--- src/rtl/mem_arb32.sv ---
// Two-master arbiter (instruction fetch, load/store unit) onto one memory port.
// Round-robin on ties, one outstanding transaction, per-transaction timeout.
module mem_arb32 #(
  parameter int WIDTH   = 32,
  parameter int TIMEOUT = 255
) (
  input  logic             clk,
  input  logic             rst_n,
  input  logic             ifu_req,
  input  logic [WIDTH-1:0] ifu_addr,
  output logic             ifu_gnt,
  output logic             ifu_rvalid,
  output logic [WIDTH-1:0] ifu_rdata,
  output logic             ifu_err,
  input  logic             lsu_req,
  input  logic             lsu_we,
  input  logic [WIDTH-1:0] lsu_addr,
  input  logic [WIDTH-1:0] lsu_wdata,
  input  logic [3:0]       lsu_wmask,
  output logic             lsu_gnt,
  output logic             lsu_rvalid,
  output logic [WIDTH-1:0] lsu_rdata,
  output logic             lsu_err,
  output logic             mem_req,
  output logic             mem_we,
  output logic [WIDTH-1:0] mem_addr,
  output logic [WIDTH-1:0] mem_wdata,
  output logic [3:0]       mem_wmask,
  input  logic             mem_ack,
  input  logic [WIDTH-1:0] mem_rdata
);

  typedef enum logic {IDLE, BUSY} state_t;
  typedef enum logic {OWN_IFU, OWN_LSU} owner_t;

  localparam logic [7:0] TIMEOUT_C = 8'(TIMEOUT);

  state_t     state;
  owner_t     owner;
  owner_t     last_owner;
  logic [7:0] count;
  logic       ifu_win;
  logic       lsu_win;
  logic       expire;

  // Grants are combinational so a requester is accepted in the same cycle it is seen.
  always_comb begin
    ifu_win = 1'b0;
    lsu_win = 1'b0;
    if (state == IDLE) begin
      ifu_win = ifu_req && (!lsu_req || last_owner == OWN_LSU);
      lsu_win = lsu_req && (!ifu_req || last_owner == OWN_IFU);
    end
  end

  assign ifu_gnt = ifu_win;
  assign lsu_gnt = lsu_win;
  assign expire  = (count + 8'd1) == TIMEOUT_C;

  // NOTE: sequential state uses non-blocking assignments so every register sees
  // pre-edge values; blocking here would create order-dependent simulation.
  always_ff @(posedge clk or negedge rst_n) begin
    if (!rst_n) begin
      state      <= IDLE;
      owner      <= OWN_IFU;
      last_owner <= OWN_IFU;
      count      <= '0;
      mem_req    <= 1'b0;
      mem_we     <= 1'b0;
      mem_addr   <= '0;
      mem_wdata  <= '0;
      mem_wmask  <= '0;
      ifu_rvalid <= 1'b0;
      ifu_rdata  <= '0;
      ifu_err    <= 1'b0;
      lsu_rvalid <= 1'b0;
      lsu_rdata  <= '0;
      lsu_err    <= 1'b0;
    end else begin
      ifu_rvalid <= 1'b0;
      lsu_rvalid <= 1'b0;
      ifu_err    <= 1'b0;
      lsu_err    <= 1'b0;
      case (state)
        IDLE: begin
          if (lsu_win) begin
            state      <= BUSY;
            owner      <= OWN_LSU;
            last_owner <= OWN_LSU;
            count      <= '0;
            mem_req    <= 1'b1;
            mem_we     <= lsu_we;
            mem_addr   <= lsu_addr;
            mem_wdata  <= lsu_wdata;
            mem_wmask  <= lsu_wmask;
          end else if (ifu_win) begin
            state      <= BUSY;
            owner      <= OWN_IFU;
            last_owner <= OWN_IFU;
            count      <= '0;
            mem_req    <= 1'b1;
            mem_we     <= 1'b0;
            mem_addr   <= ifu_addr;
            mem_wdata  <= '0;
            mem_wmask  <= '0;
          end
        end
        BUSY: begin
          // An ack wins over an expiry landing on the same cycle.
          if (mem_ack) begin
            state   <= IDLE;
            mem_req <= 1'b0;
            if (owner == OWN_IFU) begin
              ifu_rvalid <= 1'b1;
              ifu_rdata  <= mem_rdata;
            end else begin
              lsu_rvalid <= 1'b1;
              lsu_rdata  <= mem_we ? '0 : mem_rdata;
            end
          end else if (expire) begin
            state   <= IDLE;
            mem_req <= 1'b0;
            count   <= count + 8'd1;
            if (owner == OWN_IFU) begin
              ifu_rvalid <= 1'b1;
              ifu_err    <= 1'b1;
              ifu_rdata  <= '0;
            end else begin
              lsu_rvalid <= 1'b1;
              lsu_err    <= 1'b1;
              lsu_rdata  <= '0;
            end
          end else begin
            count <= count + 8'd1;
          end
        end
        default: state <= IDLE;
      endcase
    end
  end

endmodule
--- config.mk ---
export PLATFORM = sky130hd
export DESIGN_NAME = mem_arb32
export DESIGN_NICKNAME = d
export VERILOG_FILES = /design/src/rtl/mem_arb32.sv
export SDC_FILE = /design/constraint.sdc
export NUM_CORES = 1
export LEC_CHECK = 0
export ABC_CLOCK_PERIOD_IN_PS = 1600
export BUFFER_PORTS_ARGS = -buffer_cell sky130_fd_sc_hd__clkbuf_2
export CAP_MARGIN = 20
export CORE_MARGIN = 1
export CORE_UTILIZATION = 43
export DETAILED_ROUTE_END_ITERATION = 10
export GPL_TIMING_DRIVEN = 1
export PLACE_DENSITY = 0.85
export SYNTH_ARGS = -nofsm -noshare
export SYNTH_HDL_FRONTEND = slang
export SYNTH_SLANG_ARGS = --single-unit
--- constraint.sdc ---
create_clock -name clk -period 1.6 [get_ports clk]
set_input_delay 0.08 -clock clk [delete_from_list [all_inputs] [get_ports clk]]
set_output_delay 0.08 -clock clk [all_outputs]
set_load 0.05 [all_outputs]
# Word level (Yosys, flattened, before mapping)

Cells that the tools add are included.
Widths: inputs -> output; s select.

Register bits: 148
Input port bits: 138
Output and inout port bits: 140
Word-level logic and storage cells: 80

Add/sub/neg operators: 1
Equality and inequality tests: 4
Mux-type cells: 46
Bitwise gates (word level): 2
Reduce and logical (&&, ||, !) cells: 13

Operator list:

| cell                | number |
|---|---|
| $mux 32             | 13 |
| $mux 1              | 25 |
| $mux 8              | 3 |
| $pmux 8 s2          | 1 |
| $add 8x1->8 const B | 1 |
| $eq 8x8->1 const B  | 1 |
| $mux 4              | 2 |
| $reduce_and 2->1    | 3 |
| $reduce_and 3->1    | 2 |
| $pmux 1 s2          | 2 |
| $reduce_bool 2->1   | 2 |
| $ne 3x2->1 const B  | 1 |
| $ne 3x3->1 const B  | 1 |
| $logic_and 1x1->1   | 2 |
| $logic_not 1->1     | 2 |
| $logic_or 1x1->1    | 2 |
| $ne 2x2->1 const B  | 1 |
| $not 1->1           | 2 |

# Depth between registers and ports, before layout

Gate-level depths: netlist (run 1).

Depth after elaboration: 7
Mapped depth: 8

# Worst setup path before layout (run 1)

Ideal clock, no wire load.

Path kind: reg-to-reg
From: reg state
To: reg mem_wdata[22]
Arrival time: 1.671 ns
Slack: -0.138 ns
Stages on the path, launching flop included: 5
Buffers on the path: 1
Clock period less this slack: 1.738 ns
Cells stage by stage: dfrtp_1 > nand2b_1 > a21oi_2 > clkbuf_1 > a22o_1

Cells in the longest elaborated chain, start to end: 3

Ends and longest elaborated chain:

| element                            | RTL line | RTL |
|---|---|---|
| start, declared                    | 38       | `state_t state;` |
| start signal, assigned             | 64       | `state <= IDLE;` |
| start signal, assigned             | 87       | `state <= BUSY;` |
| start signal, assigned             | 97       | `state <= BUSY;` |
| $mux 1 (*)                         | 50       | `if (state == IDLE) begin` |
| via lsu_gnt                        | 20       | `output logic lsu_gnt,` |
| $reduce_bool 2->1 (no source line) | -        |  |
| $reduce_and 2->1 (no source line)  | -        |  |
| end signal, assigned               | 94       | `mem_wdata <= lsu_wdata;` |
| end, declared                      | 27       | `output logic [WIDTH-1:0] mem_wdata,` |

Mark *: on every way through the listed nets, which the timed path passes. The rest lies on a longest branch.
A chain may end at the register's enable or synchronous reset.

# Worst setup path after layout (run 1)

From: reg count[1]
To: reg lsu_rdata[28]

Cells in the longest elaborated chain, start to end: 4

Ends and longest elaborated chain:

| element                            | RTL line | RTL |
|---|---|---|
| start, declared                    | 41       | `logic [7:0] count;` |
| start signal, assigned             | 123      | `count <= count + 8'd1;` |
| start signal, assigned             | 134      | `count <= count + 8'd1;` |
| $add 8x1->8                        | 58       | `assign expire = (count + 8'd1) == TIMEOUT_C;` |
| $eq 8x8->1                         | 58       |  |
| $reduce_bool 2->1 (no source line) | -        |  |
| $reduce_and 3->1 (no source line)  | -        |  |
| end signal, assigned               | 118      | `lsu_rdata <= mem_we ? '0 : mem_rdata;` |
| end, declared                      | 22       | `output logic [WIDTH-1:0] lsu_rdata,` |

No other way between the ends.

==> qor_table.md, run 1 <==
| Group | Metric | Reported |
| --- | --- | --- |
| run status | Result of the run | complete, but fails checks |
| run status | Violated checks | setup timing |
| global routing | Via count of the first global-routing pass | 6676 |
| critical path | Startpoint types | flip-flop |
| run | Max Cap Violations | 0 |
| placed design | Detailed Place HPWL | 12900 microns |
| floorplanning | Floorplan die area | 15500 sq um |
| synth | Synth area leaders | dfrtp_1 (57%), a21o_1 (7.4%), nand2_1 (6.0%) |
| drt | Wire per inst | 19.4 microns |
| synth | Post-synth top cells | dfrtp_1 (148), nand2_1 (103), a21o_1 (64), o21ai_0 (45), a22o_1 (37) |
| floorplanning | Top-level I/O count | 278 |
| clocking | Clock Pin Slew Worst Setup and Hold Paths | 0.06 ns |
| floorplanning | Effective utilization at floorplan | 0.443 |
| clocking | Inserted Clock Buffers | 17 |
| drt | Number of nets with antenna violations after routing | 0 |
| clocking | Max Buffers Root-to-Sink | 2 |
| synth | Most repeated cell in the gate-level netlist after synthesis | dfrtp_1 |
| clocking | Cell at the root of the clock tree | clkbuf_16 |
| clocking | Clock Sink Count | 148 |
| drt | Initial drt markers | 440 |
| sta | Unrepaired setup endpoints after global routing | true |
| synth | Sequential cell area fraction in the yosys report | 0.573 |
| sta | Setup-failing EPs final | 70 |
| floorplanning | Horizontal die dimension | 125 microns |
| synth | Avg Inst Size Synth | 10.5 sq um |
| sta | Slew at the pin closest to its max-slew limit | 0.376 ns |
| placed design | Post-placement worst setup slack | -0.162 ns |
| synth | Yosys top cell area share | 0.573 |
| sta | Hold Violations, Final | 0 |
| clocking | Deepest level of the CTS H-tree | 4 |
| drt | Post-detailed-routing wire length | 23400 microns |
| global routing | Total gr overflow | 0 |
| synth | Number of synthesized flops with an enable pin | 0 |
| power and ir drop | Cell leakage power | 5.09 nW |
| critical path | Critical path required time | 1.91 ns |
| placed design | Final RePlAce weighted congestion | 0.791 |
| sta | Max Fclk | 588 MHz |
| drt | Via count of the routed design | 6666 |
| sta | Setup slack after layout | -0.0992 ns |
| floorplanning | Row cnt | 44 |
| critical path | Arrival time at the worst endpoint | 2.00 ns |
| clocking | Clock network latency to the later pin of the worst-skew pair | 0.43 ns |
| drt | Via/cell ratio | 5.53 |
| synth | Count of unique library cells instantiated by Yosys | 27 |
| sta | Max Transition Viols Final | 0 |
| sta | Clk_skew | 0.0102 ns |
| global routing | First-pass GRT wire length | 35600 microns |
| hold path | Type of the most critical hold path | in2reg |
| final layout | Area growth from synthesis to layout | 57.4% |
| synth | Count of state elements after synthesis | 148 |
| final layout | Fraction of layout cells with a size suffix above 1 | 0.374 |
| global routing | All-Layer GR Usage | 0.293 |
| synth | Syn. warnings | 0 |
| drt | DRC violations left | 0 |
| synth | Cells after synthesis | 616 |
| final layout | Net total in the final layout | 1148 |
| synth | Biggest area consumer among synthesized cells | dfrtp_1 |
| critical path | CP Max Fanout | 31 |
| final layout | Antenna diode count | 0 |
| sta | Fin crit share | 1.06 |
| power and ir drop | Largest vdd supply drop | 1.08 mV |
| final layout | Final core utilization | 0.698 |
| synth | Netlist area before placement | 6470 sq um |
| floorplanning | Core Area | 14600 sq um |
| sta | Worst slew margin | 0.749 |
| critical path | Setup CP Type | reg2reg |
| global routing | Number of antenna violations at the first check in global routing | 0 |
| global routing | Pin count of the biggest net entering global routing | 66 |
| placed design | Port Buf Inserts | 277 |
| power and ir drop | PwrDens | 2140 nW/um^2 |
| synth | Dominant register cell in the synthesized netlist | dfrtp_1 |
| drt | Number of iterations in the first detailed-routing pass | 5 |
| synth | Number of nets produced by synthesis | 756 |
| synth | Async set or reset register ratio after synthesis | 1.00 |
| sta | Shortest period the worst path allows | 1.70 ns |
| critical path | Critical path capture point type | flip-flop |
| floorplanning | Die Y-Extent | 125 microns |
| clocking | TritonCTS clock tree | yes |
stage by stage:
stage	hold WS [ns]	setup TNS, ns	std cells	power [mW]	instance area, sq um
after CTS	0.00973	-6.15	1195	21.4	10000
after global placement	0.0148	-6.60	1063	16.5	8310
after floorplan	-0.216	-1.75	616	13.8	6470
after detailed placement	0.0120	-9.45	1063	16.8	8310
after global routing	0.0530	-9.95	1205	22.7	10200
final	0.0176	-5.19	1205	21.8	10200
what timing repair did:
item,CTS,global route
hold endpoints to repair,214,0
setup endpoints to repair,71,92
buffers inserted,3,11
resized for setup,8,35
gates cloned,1,0
pin swaps,1,6
hold buffers,96,0
registers in the layout (all words and copies together), names as in the netlist:
name,flops
mem_addr,32
lsu_rdata,32
mem_req,1
ifu_err,1
lsu_err,1
last_owner,1
ifu_rdata,32
ifu_rvalid,1
count,8
lsu_rvalid,1
mem_wmask,4
mem_we,1
state,1
mem_wdata,32
where the power goes:
part | internal (mW) | leakage, nW | switching [mW]
clock | 2.63 | 0.307 | 1.63
combinational | 3.12 | 3.06 | 8.09
sequential | 5.17 | 1.72 | 1.18
total | 10.9 | 5.09 | 10.9
final timing paths:
check	startpoint	endpoint	slack, ns	cells past startpoint
max	count[1]$_DFFE_PN0P_	lsu_rdata[28]$_DFFE_PN0P_	-0.1	7
max in group asynchronous	rst_n	ifu_rdata[12]$_DFFE_PN0P_	0.87	3
min reg2reg	mem_addr[24]$_DFFE_PN0P_	mem_addr[24]$_DFFE_PN0P_	0.48	2
min	ifu_addr[30]	mem_addr[30]$_DFFE_PN0P_	0.02	3
max reg2reg	count[1]$_DFFE_PN0P_	lsu_rdata[28]$_DFFE_PN0P_	-0.1	7
min in group asynchronous	rst_n	ifu_rdata[29]$_DFFE_PN0P_	0.14	2
per-layer routing:
| layer | vias to the layer above | share of wire | GRT usage |
|---|---|---|---|
| met3 | 100 | 0.089 | 0.0739 |
| met2 | 446 | 0.48 | 0.474 |
| met4 | 0 | 0.055 | 0.174 |
| met1 | 3159 | 0.38 | 0.352 |
| met5 | - | 0 | 0 |
| li1 | 2961 | - | - |
placed cells by master, fill, tap and decap left out, types with 18 or more instances in the layout:
cell / synthesis / final
nand2_1: 103 / 101
a21oi_1: 35 / 33
nor2_1: 36 / 36
dlygate4sd3_1: 0 / 96
clkbuf_16: 0 / 18
o31ai_1: 35 / 35
dfrtp_1: 148 / 147
o21ai_0: 45 / 38
a22o_1: 37 / 37
mux2i_1: 32 / 23
clkbuf_2: 0 / 274
buf_4: 0 / 33
a21o_1: 64 / 64
cell type report:
cell class	count	area, sq um
Tap cell	184	230
Fill cell	960	4410
Timing Repair Buffer	422	2920
Sequential cell	148	3700
Clock inverter	14	198
Clock buffer	18	429
Inverter	3	11.3
Multi-Input combinational cell	416	2680
kinds of logic (layout without fill, tap and decap cells):
| group | count (synthesis) | in the layout | share of synthesized area |
|---|---|---|---|
| XOR/XNOR | 4 | 4 | 0.00542 |
| multiplexers | 32 | 32 | 0.0495 |
| AND/OR/NAND/NOR | 159 | 159 | 0.100 |
| flip-flops | 148 | 148 | 0.573 |
| buffers and inverters | 52 | 457 | 0.0379 |
| adder cells (fa/ha/maj) | 2 | 2 | 0.00387 |
| AO/OA/AOI/OAI | 219 | 219 | 0.230 |
critical path: stages (launching register included):
cell,delay [ns]
dfrtp_1,0.43
ha_4,0.20
xnor2_4,0.13
nor4b_4,0.20
buf_4,0.16
a21oi_4,0.08
buf_12,0.19
a21o_1,0.19
Note: power is estimated with default switching activity, not from simulation.
==> run 2: changes to the inputs <==
--- a/config.mk
+++ b/config.mk
@@ -8,11 +8,13 @@
 export ABC_CLOCK_PERIOD_IN_PS = 1600
 export BUFFER_PORTS_ARGS = -buffer_cell sky130_fd_sc_hd__clkbuf_2
 export CAP_MARGIN = 20
+export CELL_PAD_IN_SITES_DETAIL_PLACEMENT = 1
+export CELL_PAD_IN_SITES_GLOBAL_PLACEMENT = 2
 export CORE_MARGIN = 1
-export CORE_UTILIZATION = 43
+export CORE_UTILIZATION = 25
 export DETAILED_ROUTE_END_ITERATION = 10
 export GPL_TIMING_DRIVEN = 1
-export PLACE_DENSITY = 0.85
+export PLACE_DENSITY = 0.84
 export SYNTH_ARGS = -nofsm -noshare
 export SYNTH_HDL_FRONTEND = slang
 export SYNTH_SLANG_ARGS = --single-unit
==> qor_table.md, run 2 (synthesis results as in run 1) <==
| Group | Metric | Reported |
| --- | --- | --- |
| power and ir drop | Largest vdd supply drop | 0.993 mV |
| clocking | Clock Pin Slew Worst Setup and Hold Paths | 0.07 ns |
| drt | Via/cell ratio | 4.73 |
| power and ir drop | Total design power | 21.6 mW |
| global routing | First-pass GRT wire length | 37800 microns |
| final layout | Leading cell type in the layout, fill and taps excluded | clkbuf_2 |
| final layout | Net total in the final layout | 1156 |
| drt | Via count of the routed design | 6428 |
| hold path | Hold Startpoint | mem_rdata[13] |
| clocking | Inserted Clock Buffers | 17 |
| power and ir drop | PwrDens | 2060 nW/um^2 |
| sta | Fin crit share | 1.07 |
| critical path | Critical Path, Cell by Cell | ha_2 -> xnor2_2 -> nor4b_2 -> buf_4 -> a21oi_4 -> buf_12 -> a21o_1 |
| critical path | Arrival time at the worst endpoint | 2.02 ns |
| power and ir drop | Cell-internal power | 10.5 mW |
| run status | Result of the run | complete, but fails checks |
| clocking | Clock Sink Count | 148 |
| sta | Unrepaired setup endpoints after global routing | true |
| floorplanning | Die Y-Extent | 163 microns |
| clocking | Max Buffers Root-to-Sink | 2 |
| drt | Post-detailed-routing wire length | 25200 microns |
| placed design | Post-placement worst setup slack | -0.199 ns |
| hold path | Hold Path Stages | 4 |
| final layout | Area growth from synthesis to layout | 61.9% |
| sta | Setup slack after layout | -0.111 ns |
| power and ir drop | Cell leakage power | 5.10 nW |
| power and ir drop | Share of total power in combinational logic | 0.519 |
| global routing | Pin count of the biggest net entering global routing | 66 |
| global routing | Via count of the first global-routing pass | 6832 |
| run | Max Cap Violations | 0 |
| placed design | Placement Cell Area | 8520 sq um |
| drt | Number of iterations in the first detailed-routing pass | 4 |
| critical path | Critical path required time | 1.90 ns |
| final layout | Most frequent cells in the layout | clkbuf_2 (273), dfrtp_1 (147), nand2_1 (102), dlygate4sd3_1 (102), a21o_1 (64) |
| global routing | Total gr overflow | 0 |
| sta | Clk_skew | 0.0131 ns |
| run status | Violated checks | setup timing |
| critical path | Setup CP Type | reg2reg |
| final layout | Post-route insts no fill | 1360 |
| floorplanning | Floorplan die area | 26500 sq um |
| critical path | Launch instance of the worst register-to-register path | count[1]$_DFFE_PN0P_ |
| critical path | Critical path capture point type | flip-flop |
| floorplanning | Horizontal die dimension | 163 microns |
| final layout | Final core utilization | 0.415 |
| floorplanning | Top-level I/O count | 278 |
| global routing | Number of antenna violations at the first check in global routing | 1 |
| sta | Total negative setup slack | -6.19 ns |
| power and ir drop | Sw frac | 0.515 |
| placed design | Detailed Place HPWL | 15200 microns |
| drt | Initial drt markers | 285 |
| placed design | Port Buf Inserts | 277 |
| critical path | R2r worst-path depth | 7 |
| critical path | Worst r2r dst | lsu_rdata[5]$_DFFE_PN0P_ |
| sta | Hold_ws | 0.0618 ns |
| hold path | Worst hold endpoint | lsu_rdata[13]$_DFFE_PN0P_ |
| final layout | Sequential standard cell area | 3700 sq um |
| placed design | Total placed cells including tap cells | 1209 |
| power and ir drop | Net switching power | 11.1 mW |
| critical path | Largest delay contributor family on the critical path | flip-flops |
| clocking | TritonCTS clock tree | yes |
| critical path | Flop-to-flop setup slack | -0.11 ns |
| hold path | Type of the most critical hold path | in2reg |
| drt | Number of nets with antenna violations after routing | 0 |
| clocking | Cell at the root of the clock tree | clkbuf_16 |
| drt | Wire per inst | 18.5 microns |
| placed design | Final RePlAce weighted congestion | 0.790 |
| critical path | Highest cell delay on the worst timing path | 0.40 ns |
| floorplanning | Effective utilization at floorplan | 0.256 |
| power and ir drop | Clock network power share | 0.189 |
| sta | Worst slew margin | 0.604 |
| critical path | CP Max Fanout | 22 |
| critical path | Cell with the biggest individual delay on the critical path | dfrtp_1 |
| sta | Hold Violations, Final | 0 |
| sta | Setup-failing EPs final | 67 |
| final layout | Fraction of layout cells with a size suffix above 1 | 0.369 |
| sta | Max Transition Viols Final | 0 |
| critical path | CP Buf/Inv Count | 2 |
| clocking | Deepest level of the CTS H-tree | 4 |
| sta | Max Fclk | 585 MHz |
| power and ir drop | Seq pwr share | 0.292 |
| sta | Slew at the pin closest to its max-slew limit | 0.595 ns |
| clocking | Clock network latency to the later pin of the worst-skew pair | 0.42 ns |
| global routing | All-Layer GR Usage | 0.185 |
| sta | Shortest period the worst path allows | 1.71 ns |
| floorplanning | Core Area | 25300 sq um |
| final layout | Final instance area | 10500 sq um |
| critical path | Startpoint types | flip-flop |
| floorplanning | Row cnt | 58 |
| final layout | Filler Cell Count | 2867 |
| final layout | Area taken by multi-input logic gates | 2620 sq um |
| drt | DRC violations left | 0 |
-- run 2: timing repair --
item / in CTS / in global routing
gates cloned: 2 / 2
resized for setup: 14 / 16
endpoints found under the hold margin: 118 / 0
setup endpoints to repair: 71 / 87
buffers inserted: 2 / 10
hold buffers: 102 / 0
pin swaps: 0 / 2
-- run 2: worst max-delay path by stage --
stage	startpoint	endpoint	cells past startpoint
floorplan	count[1]$_DFFE_PN0P_	ifu_rdata[0]$_DFFE_PN0P_	7
global placement	count[1]$_DFFE_PN0P_	ifu_rdata[13]$_DFFE_PN0P_	7
detailed placement	count[1]$_DFFE_PN0P_	ifu_rdata[5]$_DFFE_PN0P_	7
CTS	count[1]$_DFFE_PN0P_	lsu_rdata[5]$_DFFE_PN0P_	7
global route	count[1]$_DFFE_PN0P_	lsu_rdata[6]$_DFFE_PN0P_	7
finish	count[1]$_DFFE_PN0P_	lsu_rdata[5]$_DFFE_PN0P_	7
-- run 2: routing by layer --
layer,GRT usage,vias up,routed length (microns)
met5,0,-,0
met4,0.0569,0,413
met3,0.0497,22,1410
met2,0.309,229,12400
met1,0.233,3200,11000
li1,-,2977,-
-- run 2: cell type report --
class,count,share of cell area
multi-input combinational,416,0.251
tap,330,0.0394
clock buffer,17,0.0406
timing repair buffer,430,0.297
sequential,148,0.354
antenna,1,0.000239
inverter,3,0.00108
clock inverter,15,0.0172
-- run 2: worst reg2reg max path, stage by stage (launching register included) --
cell	delay, ns
dfrtp_1	0.40
ha_2	0.22
xnor2_2	0.14
nor4b_2	0.21
buf_4	0.16
a21oi_4	0.09
buf_12	0.19
a21o_1	0.19
-- run 2: power groups by stage --
stage / clock network (mW) / logic (mW) / registers, mW
finish: 4.07 / 11.2 / 6.30
global route: 4.34 / 11.8 / 6.51
CTS: 4.18 / 11.0 / 6.25
detailed placement: 0 / 10.7 / 6.30
global placement: 0 / 10.5 / 6.23
floorplan: 0 / 2.84 / 11.0
==> run 3: changes to the inputs <==
--- a/config.mk
+++ b/config.mk
@@ -8,13 +8,13 @@
 export ABC_CLOCK_PERIOD_IN_PS = 1600
 export BUFFER_PORTS_ARGS = -buffer_cell sky130_fd_sc_hd__clkbuf_2
 export CAP_MARGIN = 20
-export CELL_PAD_IN_SITES_DETAIL_PLACEMENT = 1
-export CELL_PAD_IN_SITES_GLOBAL_PLACEMENT = 2
+export CELL_PAD_IN_SITES_DETAIL_PLACEMENT = 0
+export CELL_PAD_IN_SITES_GLOBAL_PLACEMENT = 1
 export CORE_MARGIN = 1
-export CORE_UTILIZATION = 25
+export CORE_UTILIZATION = 32
 export DETAILED_ROUTE_END_ITERATION = 10
 export GPL_TIMING_DRIVEN = 1
-export PLACE_DENSITY = 0.84
+export PLACE_DENSITY = 0.85
 export SYNTH_ARGS = -nofsm -noshare
 export SYNTH_HDL_FRONTEND = slang
 export SYNTH_SLANG_ARGS = --single-unit
==> qor_table.md, run 3 (synthesis results as in run 1) <==
| Group | Metric | Reported |
| --- | --- | --- |
| run status | Result of the run | complete, but fails checks |
| run status | Violated checks | hold timing, setup timing |
| drt | Wire length on met2 | 9880 microns |
| critical path | CP Buf/Inv Count | 2 |
| drt | Initial drt markers | 304 |
| placed design | Final RePlAce weighted congestion | 0.770 |
| clocking | Cell at the root of the clock tree | clkbuf_16 |
| sta | Slew at the pin closest to its max-slew limit | 0.470 ns |
| drt | Detailed-route wire length on metal 1 | 8480 microns |
| clocking | Max Buffers Root-to-Sink | 2 |
| power and ir drop | Cell leakage power | 5.03 nW |
| critical path | Timing endpoint of the critical path | lsu_rdata[9]$_DFFE_PN0P_ |
| global routing | Total gr overflow | 0 |
| floorplanning | Horizontal die dimension | 144 microns |
| clocking | Deepest level of the CTS H-tree | 4 |
| hold path | Type of the most critical hold path | in2reg |
| power and ir drop | PwrDens | 2070 nW/um^2 |
| critical path | Worst r2r dst | lsu_rdata[9]$_DFFE_PN0P_ |
| final layout | Filler Cell Count | 1723 |
| sta | Max Transition Viols Final | 0 |
| sta | Fin crit share | 1.07 |
| final layout | Fraction of layout cells with a size suffix above 1 | 0.369 |
| critical path | Flop-to-flop setup slack | -0.12 ns |
| clocking | Clock network latency to the later pin of the worst-skew pair | 0.42 ns |
| floorplanning | Effective utilization at floorplan | 0.329 |
| final layout | Net total in the final layout | 1149 |
| critical path | Setup CP Type | reg2reg |
| critical path | Critical Path, Cell by Cell | ha_2 -> xnor2_1 -> nor4b_2 -> buf_4 -> a21oi_4 -> buf_12 -> a21o_1 |
| sta | Hold Violations, Final | 1 |
| final layout | Area growth from synthesis to layout | 57.7% |
| placed design | Detailed Place HPWL | 12800 microns |
| global routing | First-pass GRT wire length | 31500 microns |
| global routing | Via count of the first global-routing pass | 6112 |
| global routing | Number of antenna violations at the first check in global routing | 0 |
| global routing | Pin count of the biggest net entering global routing | 66 |
| critical path | Crit. Startpoint | count[1]$_DFFE_PN0P_ |
| critical path | R2r worst-path depth | 7 |
| drt | DRC violations left | 0 |
| drt | WL met3 | 1720 microns |
| global routing | All-Layer GR Usage | 0.196 |
| sta | Max Fclk | 582 MHz |
| sta | Clk_skew | 0.0140 ns |
| drt | Post-detailed-routing wire length | 20500 microns |
| drt | Via/cell ratio | 4.79 |
| drt | Wire per inst | 15.9 microns |
| clocking | Clock Sink Count | 148 |
| drt | Number of iterations in the first detailed-routing pass | 5 |
| critical path | Levels on crit path | 7 |
| critical path | CP Max Fanout | 47 |
| drt | Via count of the routed design | 6164 |
| sta | Unrepaired setup endpoints after global routing | true |
| critical path | Arrival time at the worst endpoint | 2.03 ns |
| final layout | Antenna diode count | 0 |
| critical path | Critical path capture point type | flip-flop |
| final layout | Sequential standard cell area | 3700 sq um |
| clocking | TritonCTS clock tree | yes |
| floorplanning | Row cnt | 51 |
| sta | Total negative setup slack | -6.20 ns |
| floorplanning | Die Y-Extent | 144 microns |
| power and ir drop | Largest vdd supply drop | 1.05 mV |
| floorplanning | Top-level I/O count | 278 |
| sta | Setup-failing EPs final | 65 |
| critical path | Highest cell delay on the worst timing path | 0.41 ns |
| critical path | Startpoint types | flip-flop |
| clocking | Clock Pin Slew Worst Setup and Hold Paths | 0.06 ns |
| critical path | Cell with the biggest individual delay on the critical path | dfrtp_1 |
| sta | Hold_ws | -0.0261 ns |
| floorplanning | Floorplan die area | 20800 sq um |
| run | Max Cap Violations | 0 |
| drt | Number of nets with antenna violations after routing | 0 |
| critical path | Critical path required time | 1.91 ns |
| sta | Shortest period the worst path allows | 1.72 ns |
| floorplanning | Core Area | 19700 sq um |
| drt | Uppermost layer routed | met4 |
| sta | Setup slack after layout | -0.118 ns |
| critical path | Launch instance of the worst register-to-register path | count[1]$_DFFE_PN0P_ |
| power and ir drop | Total design power | 21.1 mW |
| final layout | Final instance area | 10200 sq um |
| sta | Worst slew margin | 0.687 |
| placed design | Port Buf Inserts | 277 |
| critical path | Largest delay contributor family on the critical path | flip-flops |
| final layout | Most frequent cells in the layout | clkbuf_2 (273), dfrtp_1 (148), nand2_1 (102) |
| placed design | Placement Cell Area | 8420 sq um |
| clocking | Inserted Clock Buffers | 17 |
| final layout | Leading cell type in the layout, fill and taps excluded | clkbuf_2 |
| final layout | Area taken by multi-input logic gates | 2630 sq um |
## run 3: repair_timing
| action | in CTS | in global routing |
|---|---|---|
| hold endpoints to repair | 113 | 3 |
| endpoints found under the setup margin | 68 | 86 |
| hold buffers | 94 | 4 |
| resized for setup | 6 | 30 |
| cloned | 1 | 0 |
| pin swaps | 0 | 1 |
| setup buffers | 2 | 9 |
## run 3: worst reg2reg max path, stage by stage, from the launching register on
cell	delay, ns
dfrtp_1	0.41
ha_2	0.21
xnor2_1	0.13
nor4b_2	0.22
buf_4	0.16
a21oi_4	0.06
buf_12	0.19
a21o_1	0.23
## run 3: cell type report
class	instances	share of cell area
timing repair buffer	423	0.287
multi-input combinational	416	0.258
clock inverter	15	0.0163
sequential	148	0.363
clock buffer	17	0.0417
tap	265	0.0325
inverter	3	0.00110
## run 3: report_power, final
part	internal, mW	total, mW	leakage [nW]	switching (mW)
combinational	3.09	10.9	3.02	7.81
sequential	5.17	6.20	1.72	1.03
clock	2.34	4.02	0.287	1.69
## run 3: worst min path at each step
| stage | from | to | slack [ns] | cells after the start |
|---|---|---|---|---|
| after floorplan | rst_n | count[0]$_DFFE_PN0P_ | -0.22 | 0 |
| after global placement | rst_n | ifu_rdata[11]$_DFFE_PN0P_ | 0.05 | 1 |
| after detailed placement | rst_n | ifu_rdata[20]$_DFFE_PN0P_ | 0.05 | 1 |
| after CTS | ifu_addr[5] | mem_addr[5]$_DFFE_PN0P_ | 0.002 | 3 |
| after global routing | ifu_addr[13] | mem_addr[13]$_DFFE_PN0P_ | 0.002 | 3 |
| final | ifu_addr[13] | mem_addr[13]$_DFFE_PN0P_ | -0.03 | 3 |
## run 3: per-stage QoR
step / instances / util / worst slack, ns
after floorplan: 616 / - / -0.0438
after global placement: 1146 / 0.428 / -0.0592
after detailed placement: 1146 / 0.428 / -0.127
after CTS: 1275 / 0.511 / -0.127
after global routing: 1287 / 0.519 / -0.226
final: 1287 / 0.519 / -0.118
## run 3: layer usage
layer  up-vias  global-route usage
met5         -                   0
met4         0              0.0681
met3        28              0.0573
met2       280               0.320
met1      2894               0.248
li1       2962                   -
